## src/rtl/enc32_5_rr.sv

```systemverilog
// enc32_5_rr -- registered round-robin 32-to-5 encoder (arbiter).
//
// Picks one pending requester out of 32 request lines and presents its
// 5-bit index (plus a one-hot copy) under a valid/ready handshake. A
// rotating priority pointer makes the choice fair: the search for the next
// winner starts just past the previous winner. Outputs come straight from
// flops; there is no combinational path from req to any output.
//
// Ports:
//   clk           in   1   system clock, rising edge
//   reset         in   1   asynchronous, active-high reset
//   req           in   32  request vector, bit i = requester i pending
//   grant_ready   in   1   consumer accepts the current grant this cycle
//   grant_valid   out  1   grant_idx / grant_onehot hold a valid grant
//   grant_idx     out  5   encoded index of the granted requester
//   grant_onehot  out  32  one-hot of grant_idx, zero when grant_valid=0
//
// Build option:
//   ENC32_FIXED_PRIO_EN  when defined, the pointer is tied to 0 and the
//                        block becomes a fixed-priority encoder (lowest
//                        set index wins); handshake rules are unchanged.

module enc32_5_rr #(
  parameter int unsigned N = 32,
  parameter int unsigned W = 5
) (
  input  logic         clk,
  input  logic         reset,
  input  logic [N-1:0] req,
  input  logic         grant_ready,
  output logic         grant_valid,
  output logic [W-1:0] grant_idx,
  output logic [N-1:0] grant_onehot
);

  logic         grant_valid_q,  grant_valid_d;
  logic [W-1:0] grant_idx_q,    grant_idx_d;
  logic [N-1:0] grant_onehot_q, grant_onehot_d;
  logic [W-1:0] ptr;

  logic         slot_free;
  logic         found;
  logic [W-1:0] win_idx;
  logic [W-1:0] cand;

  // The output slot can take a new grant when it is empty or when the
  // current grant is being accepted on this edge (no bubble).
  assign slot_free = !grant_valid_q || grant_ready;

  // Circular scan starting at ptr. The 5-bit add wraps naturally, so the
  // order is ptr, ptr+1, ..., 31, 0, ..., ptr-1.
  always_comb begin
    found   = 1'b0;
    win_idx = '0;
    cand    = '0;
    for (int i = 0; i < N; i++) begin
      cand = ptr + W'(i);
      if (!found && req[cand]) begin
        found   = 1'b1;
        win_idx = cand;
      end
    end
  end

  always_comb begin
    grant_valid_d  = grant_valid_q;
    grant_idx_d    = grant_idx_q;
    grant_onehot_d = grant_onehot_q;
    if (slot_free) begin
      if (found) begin
        grant_valid_d  = 1'b1;
        grant_idx_d    = win_idx;
        grant_onehot_d = N'(1) << win_idx;
      end else begin
        // Nothing pending: drop valid, keep the last index for reference.
        grant_valid_d  = 1'b0;
        grant_onehot_d = '0;
      end
    end
  end

  always_ff @(posedge clk or posedge reset) begin
    if (reset) begin
      grant_valid_q  <= 1'b0;
      grant_idx_q    <= '0;
      grant_onehot_q <= '0;
    end else begin
      grant_valid_q  <= grant_valid_d;
      grant_idx_q    <= grant_idx_d;
      grant_onehot_q <= grant_onehot_d;
    end
  end

`ifdef ENC32_FIXED_PRIO_EN
  // Fixed priority: search always starts at requester 0.
  assign ptr = '0;
`else
  logic [W-1:0] ptr_q, ptr_d;

  // Pointer moves one past the winner only when a new grant is issued;
  // the 5-bit add wraps 31 back to 0.
  always_comb begin
    ptr_d = ptr_q;
    if (slot_free && found) begin
      ptr_d = win_idx + W'(1);
    end
  end

  always_ff @(posedge clk or posedge reset) begin
    if (reset) begin
      ptr_q <= '0;
    end else begin
      ptr_q <= ptr_d;
    end
  end

  assign ptr = ptr_q;
`endif

  assign grant_valid  = grant_valid_q;
  assign grant_idx    = grant_idx_q;
  assign grant_onehot = grant_onehot_q;

endmodule
```

## config.mk

```make
export PLATFORM = sky130hd
export DESIGN_NAME = enc32_5_rr
export DESIGN_NICKNAME = d
export VERILOG_FILES = /design/src/rtl/enc32_5_rr.sv
export SDC_FILE = /design/constraint.sdc
export NUM_CORES = 1
export LEC_CHECK = 0
export ABC_CLOCK_PERIOD_IN_PS = 7200
export CORE_MARGIN = 4
export CORE_UTILIZATION = 30
export DETAILED_ROUTE_END_ITERATION = 8
export DONT_BUFFER_PORTS = 1
export PLACE_DENSITY_LB_ADDON = 0.15
export RECOVER_POWER = 25
export REMOVE_ABC_BUFFERS = 1
export SETUP_SLACK_MARGIN = 0.3
export SLEW_MARGIN = 20
export SYNTH_ARGS = -nofsm -noshare
export SYNTH_HDL_FRONTEND = slang
export SYNTH_SLANG_ARGS = --single-unit
```

## constraint.sdc

```tcl
create_clock -name clk -period 7.2 [get_ports clk]
set_clock_uncertainty 0.15 [all_clocks]
set_input_delay 1.44 -clock clk [delete_from_list [all_inputs] [get_ports clk]]
set_output_delay 1.44 -clock clk [all_outputs]
set_load 0.03 [all_outputs]
```

Yosys cells after proc, flatten, opt, wreduce, memory -nomap -nowiden:

Cells that the tools add are included.

* multiplexer cells: 130
* reduce and logical (&&, ||, !) cells: 66
* add/subtract/negate cells: 32
* magnitude comparators: 32
* shift-type cells: 1

Operators with widths (number)
* less-than comparator 5 x 6 -> 1 bit, second input constant: 32
* binary-select mux 1 bit (select 5 bit): 32
* 2-to-1 mux 5 bit: 32
* adder 5 bit, second input constant: 16
* 2-to-1 mux 1 bit: 65
* adder 5 x 4 -> 5 bit, second input constant: 8
* logical AND 1 bit: 32
* logical NOT 1 bit: 32
* 2-to-1 mux 32 bit: 1
* << shifter 1 x 5 -> 32 bit, first input constant: 1
* adder 5 x 3 -> 5 bit, second input constant: 4
* adder 5 x 1 -> 5 bit, second input constant: 2
* adder 5 x 2 -> 5 bit, second input constant: 2
* AND reduction 2 bit: 1
* logical OR 1 bit: 1

* output and inout bits: 38
* word-level logic and storage cells: 265
* bits in registers: 43

Depth between registers and ports, before layout:

Gate-level depths: netlist of run 1.

* depth in word-level cells: 98
* mapped depth: 29
* gate-level depth less buffers: 19

Worst setup path after synthesis of run 1:

Ideal clock, no wire load.

* path type: flip-flop to flip-flop
* start point: register ptr_q[1], in the netlist ptr[1]
* end point: register ptr_q[2], in the netlist ptr[2]
* arrival: 6066 ps
* path buffers: 8
* stages on the path, launching flop included: 28
* clock period less this slack: 6361 ps
* path slack: 839 ps
* data required time: 6905 ps
* path through: dfrtp_1 buf_4 buf_6 buf_2 clkbuf_1 inv_1 clkbuf_1 ha_1 buf_4 buf_6 buf_2 mux2_2 mux4_2 nand4_1 o2111ai_1 or3_1 or4_4 a2111o_1 nand4_1 a221oi_1 nand3_1 a21oi_1 or2_2 inv_1 ha_1 ha_1 nand2_1 o21ai_0

* word-level cells in the longest chain between the ends: 97
* elaborated cells between the ends (all ways): 223
* classes of those cells: 32 x add/sub; 128 x mux; 63 x reduce/logical

Ends and longest elaborated chain
* from (decl): line 98 `logic [W-1:0] ptr_q, ptr_d;`
* from (signal assigned): line 113 `ptr_q <= ptr_d;`
* parallel branches: the longest is 95 deep, another holds adder 5 x 1 -> 5 bit
* 2-to-1 mux 5 bit *: line 58 `if (!found && req[cand]) begin`
* via win_idx[1]: line 43 `logic [W-1:0] win_idx;`
* adder 5 x 1 -> 5 bit *: line 105 `ptr_d = win_idx + W'(1);`

Mark *: on every way through the listed nets, which the timed path passes. The select of a mux whose other input is x is not followed.
A chain may end at the register's enable or synchronous reset.

Worst setup path after layout of run 1:

* start point: register ptr_q[2], in the netlist ptr[2]
* end point: register ptr_q[3], in the netlist ptr[3]

* word-level cells in the longest chain between the ends: 97
* elaborated cells between the ends (all ways): 223
* classes of those cells: 32 x add/sub; 128 x mux; 63 x reduce/logical

Ends and longest elaborated chain
* parallel branches: the longest is 97 deep, another holds adder 5 x 1 -> 5 bit

Several ways; the timed one is not identified. The select of a mux whose other input is x is not followed.

==> results of run 1 <==
## area by class of cell
| class | instances | area (um2) | share of cell area (%) |
|---|---|---|---|
| multi-input cells | 835 | 7240 | 76.7 |
| flip-flops and latches | 43 | 1080 | 11.5 |
| well taps | 384 | 480 | 5.09 |
| repair buffers | 50 | 375 | 3.98 |
| clock buffers | 5 | 125 | 1.33 |
| inverters | 29 | 109 | 1.15 |
| clock inverters | 3 | 23.8 | 0.252 |
| diodes | 1 | 2.50 | 0.0265 |
## tightest hold or removal path, stage by stage, from the launching register on
cell	delay [ns]
dfrtp_1	0.51
nand2_1	0.10
nand2_1	0.05
## sequential cells by signal, summed over array words and instances (netlist names)
| register | cells |
|---|---|
| grant_onehot | 32 |
| grant_idx | 5 |
| ptr | 5 |
| grant_valid | 1 |
## worst paths after layout
kind	from	to	cells past startpoint
worst max-delay path	ptr[2]	ptr[3]	16
worst min-delay path	grant_idx[0]	grant_idx[0]	2
worst max register to register	ptr[2]	ptr[3]	16
worst min register to register	grant_idx[0]	grant_idx[0]	2
max in group asynchronous	reset	ptr[1]	1
min in group asynchronous	reset	grant_onehot[14]	1
## cell usage in the layout, fill, tap and decap left out, drive strengths merged, types with 7 or more instances in the layout
cell / n
or3: 8
xnor2: 21
nand3: 24
a21boi: 9
ha: 17
and2: 10
xor2: 7
mux2: 67
nor2b: 10
and3: 7
o21ai: 41
buf: 50
inv: 29
o211ai: 15
nand4: 23
o31ai: 9
nand2: 74
dfrtp: 43
a22oi: 8
mux2i: 67
nor2: 71
nand2b: 9
a211oi: 9
a22o: 31
nor4: 9
nor3: 25
a21oi: 53
mux4: 76
o22ai: 9
a31oi: 12
or2: 9
## metal layers
metal  vias up  wire length, um  GRT usage [%]
li1       3884                -              -
met1      4451            16800           34.1
met2       456            17600           37.0
met3        72             3330           4.72
met4         0             1190           5.98
met5         -                0              0
## kinds of logic after synthesis
family / share of synthesized area (%)
flops: 12.3
fa+ha+maj: 2.43
xor+xnor: 2.80
buf+inv: 5.37
mux: 35.9
simple gates: 17.9
compound gates: 23.3
## cell usage after synthesis, drive strengths merged (8+ instances only)
cell type  number  share of area, %
o21ai          41               2.4
a31oi          12              0.86
or2             9              0.64
o31ai           9              0.77
a22o           31               3.1
nor3           25               2.0
o22ai           9              0.64
or3             8              0.57
nor2b          10              0.71
mux4           76                20
buf            39               2.8
a21boi          9              0.77
dfrtp          43                12
xnor2          21               2.1
nand4          23               1.6
o211ai         15               1.3
a22oi           8              0.74
clkbuf         30               1.3
nor2           71               3.0
nand2b          9              0.64
nand2          74               3.2
a21oi          53               3.1
a211oi          9              0.77
mux2i          67               7.7
nand3          24               1.4
mux2           67               8.6
and2           10              0.71
nor4            9              0.99
ha             17               2.4
inv            28               1.2
## per-stage QoR
| stage | hold slack, ns | instances | setup TNS [ns] |
|---|---|---|---|
| 2_1_floorplan | 0.501 | 907 | -70.42 |
| 4_1_cts | 0.550 | 1349 | 0 |
| 3_5_place_dp | 0.539 | 1341 | 0 |
| 3_3_place_gp | 0.538 | 1341 | 0 |
| 6_report | 0.544 | 1350 | 0 |
| 5_1_grt | 0.559 | 1349 | 0 |
==> impl_metrics.csv, run 1 <==
group,metric,value,unit
logic_synthesis,synth_ff_type,"dfrtp_1",
sta,hold_viol_final,0,
drt,viasPerCell,6.57,
critical_path,arrival,6.54,ns
hold_path,hp-class,"reg -> reg",
clocking,cts_setup_buffers,0,
logic_synthesis,ys_seq_area_share,12.3,%
layout,final.fill_count,3006,
sta,period_share,90.9,%
clocking,clk_latency,0.29,ns
drt,dr.first_iter.drc_count,1032,
grt,gr-total-overflow,0,
critical_path,worst-setup-path-type,"reg -> reg",
layout,fin_nets,1016,
status,status,"complete, but fails checks",
layout,finalInstanceArea,9440,um2
die,dieArea,32000,um2
clocking,clock-root-buffer,"clkbuf_16",
critical_path,required,7.19,ns
sta,maxSlewViolCount,44,
drt,drc,0,
logic_synthesis,synthCells,976,
layout,utilization,32.8,%
placement,io_buffers,0,
clocking,cts.sinks,43,
logic_synthesis,synth-seq-cells,43,
clocking,post_cts_resized,0,
die,row_count,62,
drt,wire_per_inst,28.8,um
critical_path,crit_slowest_cell,"o32ai_1",
die,initial_core_util,30.4,%
placement,postPlaceCellArea,9290,um2
clocking,clockBufferDepth,2,
sta,finalSetupViolations,0,
critical_path,crit_path_cell_trace,"inv_1 > buf_4 > ha_2 > mux4_2 > mux2i_1 > o22ai_1 > a221o_1 > a21oi_1 > and3_1 > nand2_1 > o32ai_1 > a41o_1 > o21ai_1 > and2_1 > o41ai_1 > a31oi_1",
logic_synthesis,ys_async_sr_fraction,100,%
drt,num_vias,8863,
sta,period_needed,6.55,ns
die,ioPinCount,73,
clocking,numCtsBuffers,5,
sta,grt_setup_unrepaired,"false",
run,cap_violations,1,
drt,drt_wl_total,38.9,mm
layout,drive_gt1_share,23.8,%
sta,finalWorstSetupSlack,0.652,ns
logic_synthesis,yosys_warnings,0,
grt,antenna_found_initial,0,
critical_path,cpPeakStageDelay,0.61,ns
clocking,ctsHoldBuffers,0,
clocking,cts.htree.levels,2,
grt,grt_pass1_vias,8367,
logic_synthesis,synth.avg_cell_area,8.97,um2
die,die_x,179,um
drt,first_pass_iters,7,
grt,grt_pass1_wl,57.4,mm
critical_path,reg2reg_slack,0.65,ns
grt,grt_usage,23.9,%
sta,worst_slew_pin_slew,1.64,ns
critical_path,crit_path_start_kind,"flop",
critical_path,cp_top_family,"compound AO/OA/AOI/OAI gates",
placement,pre_cts_ws,0.530,ns
grt,grt_max_degree,64,
placement,gp_congestion,0.996,
critical_path,crit_path_end_kind,"flop",
clocking,cts_tree,"done",
status,failed_checks,"max-capacitance violations, max-slew violations",
logic_synthesis,yosysUniqueCellTypes,88,
placement,hpwl,30.6,mm
logic_synthesis,synth-edff-count,0,
sta,relSlewSlack,-9.62,%
die,coreArea,28800,um2
clocking,clkSlewWorstSetupHoldPaths,0.07,ns
critical_path,cp_max_fo,21,
die,die_h,179,um
layout,synthToLayoutAreaGrowth,7.82,%
drt,drt.antenna.violating_nets,0,
logic_synthesis,netlist_area,8760,um2
sta,fmax,153,MHz
critical_path,path_buf_inv,2,
Power of run 1 is left out: the tool's default activity adds up to more than one toggle a clock period on the data nets, which glitch-free logic cannot reach.
==> run 2: changes to the inputs <==
--- a/config.mk
+++ b/config.mk
@@ -5,7 +5,7 @@
 export SDC_FILE = /design/constraint.sdc
 export NUM_CORES = 1
 export LEC_CHECK = 0
-export ABC_CLOCK_PERIOD_IN_PS = 7200
+export ABC_CLOCK_PERIOD_IN_PS = 8000
 export CORE_MARGIN = 4
 export CORE_UTILIZATION = 30
 export DETAILED_ROUTE_END_ITERATION = 8
==> constraint.sdc (replaced) <==
create_clock -name clk -period 8 [get_ports clk]
set_clock_uncertainty 0.15 [all_clocks]
set_input_delay 1.6 -clock clk [delete_from_list [all_inputs] [get_ports clk]]
set_output_delay 1.6 -clock clk [all_outputs]
set_load 0.03 [all_outputs]
==> run 2 against run 1 <==
Compared with the run above: the flow still finishes with violations (max-capacitance violations, max-slew violations); first-iteration DRC count fell by 11%; critical path depth grew 1; clock-buffer cell count is 1 higher; largest cell class unchanged.
==> impl_metrics.csv, run 2 (synthesized netlist as in run 1, its figures left out) <==
group,metric,value,unit
clocking,clockBufferDepth,2,
drt,first_pass_iters,5,
sta,maxSlewViolCount,44,
drt,wire_per_inst,28.2,um
hold_path,hold_start,"grant_idx[0]",
drt,num_vias,8780,
clocking,ctsHoldBuffers,0,
critical_path,rr_worst_depth,17,
critical_path,arrival,7.10,ns
critical_path,crit_path_cell_trace,"buf_4 > mux4_2 > mux2_2 > a211oi_1 > nand3_1 > nor3_1 > nand3_1 > nor2_1 > o221ai_1 > o31ai_1 > nand3_1 > a21oi_1 > or2_2 > inv_1 > ha_1 > ha_1 > a22o_1",
clocking,numCtsBuffers,5,
layout,antennaDiodeCount,0,
clocking,cts_setup_buffers,0,
placement,hpwl,28.5,mm
clocking,clock-root-buffer,"clkbuf_16",
sta,grt_setup_unrepaired,"false",
die,coreArea,28800,um2
layout,final_common_cell,"mux4_2",
layout,synthToLayoutAreaGrowth,6.47,%
sta,period_needed,7.08,ns
die,dieArea,32000,um2
critical_path,worst-setup-path-type,"reg -> reg",
placement,postPlaceCellArea,9140,um2
layout,utilization,32.4,%
critical_path,rr_endpoint,"grant_onehot[23]",
critical_path,path_buf_inv,2,
layout,drive_gt1_share,22.2,%
hold_path,whs_endpoint,"grant_idx[0]",
status,status,"complete, but fails checks",
drt,drc,0,
placement,io_buffers,0,
drt,viasPerCell,6.60,
die,die_x,179,um
drt,dr.first_iter.drc_count,916,
die,ioPinCount,73,
drt,drt.antenna.violating_nets,0,
grt,grt_max_degree,55,
sta,fmax,141,MHz
clocking,cts.sinks,43,
grt,grt_pass1_wl,55.8,mm
drt,drt_wl_total,37.5,mm
critical_path,cp_top_family,"simple AND/OR/NAND/NOR gates",
critical_path,r2r_start,"ptr[1]",
grt,grt_usage,23.0,%
grt,grt_pass1_vias,8262,
layout,fin_nets,997,
critical_path,cp_common_cell,"nand3_1",
sta,finalSetupViolations,0,
clocking,post_cts_resized,0,
sta,fin_hold_ws,0.548,ns
critical_path,crit_slowest_cell,"dfrtp_4",
die,row_count,62,
clocking,clkSlewWorstSetupHoldPaths,0.06,ns
clocking,cts_tree,"done",
critical_path,cpPeakStageDelay,0.73,ns
sta,hold_viol_final,0,
sta,period_share,88.5,%
hold_path,hp-class,"reg -> reg",
grt,antenna_found_initial,0,
die,die_h,179,um
grt,gr-total-overflow,0,
sta,relSlewSlack,-7.87,%
critical_path,crit_path_end_kind,"flop",
run,cap_violations,1,
layout,largest_reg_flops,32,
critical_path,required,8.02,ns
die,initial_core_util,30.4,%
status,failed_checks,"max-capacitance violations, max-slew violations",
critical_path,crit_path_start_kind,"flop",
hold_path,hold_depth,2,
sta,worst_slew_pin_slew,1.62,ns
critical_path,reg2reg_slack,0.92,ns
clocking,clk_latency,0.29,ns
placement,gp_congestion,1.02,
layout,final_cell_mix,"mux4_2, nand2_1, nor2_1, mux2i_1, mux2_2",
layout,finalInstanceArea,9320,um2
critical_path,crit_start,"ptr[1]",
critical_path,cp_max_fo,54,
clocking,cts.htree.levels,2,
[run 2: worst max-delay path by stage]
stage,endpoint,slack (ns),depth (start not counted)
2_1_floorplan,ptr[2],-1.12,17
3_3_place_gp,ptr[2],1.22,18
3_5_place_dp,grant_onehot[23],1.14,18
4_1_cts,grant_onehot[23],1.10,18
5_1_grt,grant_onehot[23],0.53,17
6_report,grant_onehot[23],0.92,17
[run 2: stage by stage]
step | setup slack [ns] | TNS (ns) | cells
floorplan | -1.12 | -36.02 | 907
global placement | 1.22 | 0 | 1322
detailed placement | 1.14 | 0 | 1322
CTS | 1.10 | 0 | 1330
global route | 0.531 | 0 | 1330
finish | 0.922 | 0 | 1330
[run 2: final cells by class]
cell class	instances	area, um2
Clock buffer	6	139
Clock inverter	2	35.0
Fill cell	3037	19500
Inverter	29	109
Multi-Input combinational cell	835	7250
Sequential cell	43	1080
Tap cell	384	480
Timing Repair Buffer	31	233
[run 2: per-layer routing]
metal,vias to the layer above,global-route usage (%),share of wire [%]
met5,-,0,0
met4,0,6.72,3.5
met3,87,5.90,10
met2,485,34.4,44
met1,4370,32.8,42
li1,3838,-,-
[run 2: tightest hold or removal path: stages, from the launching register on]
cell     delay [ns]
dfrtp_1        0.50
nand2_1        0.11
nand2_1        0.05
Power of run 2 is left out for the same reason.
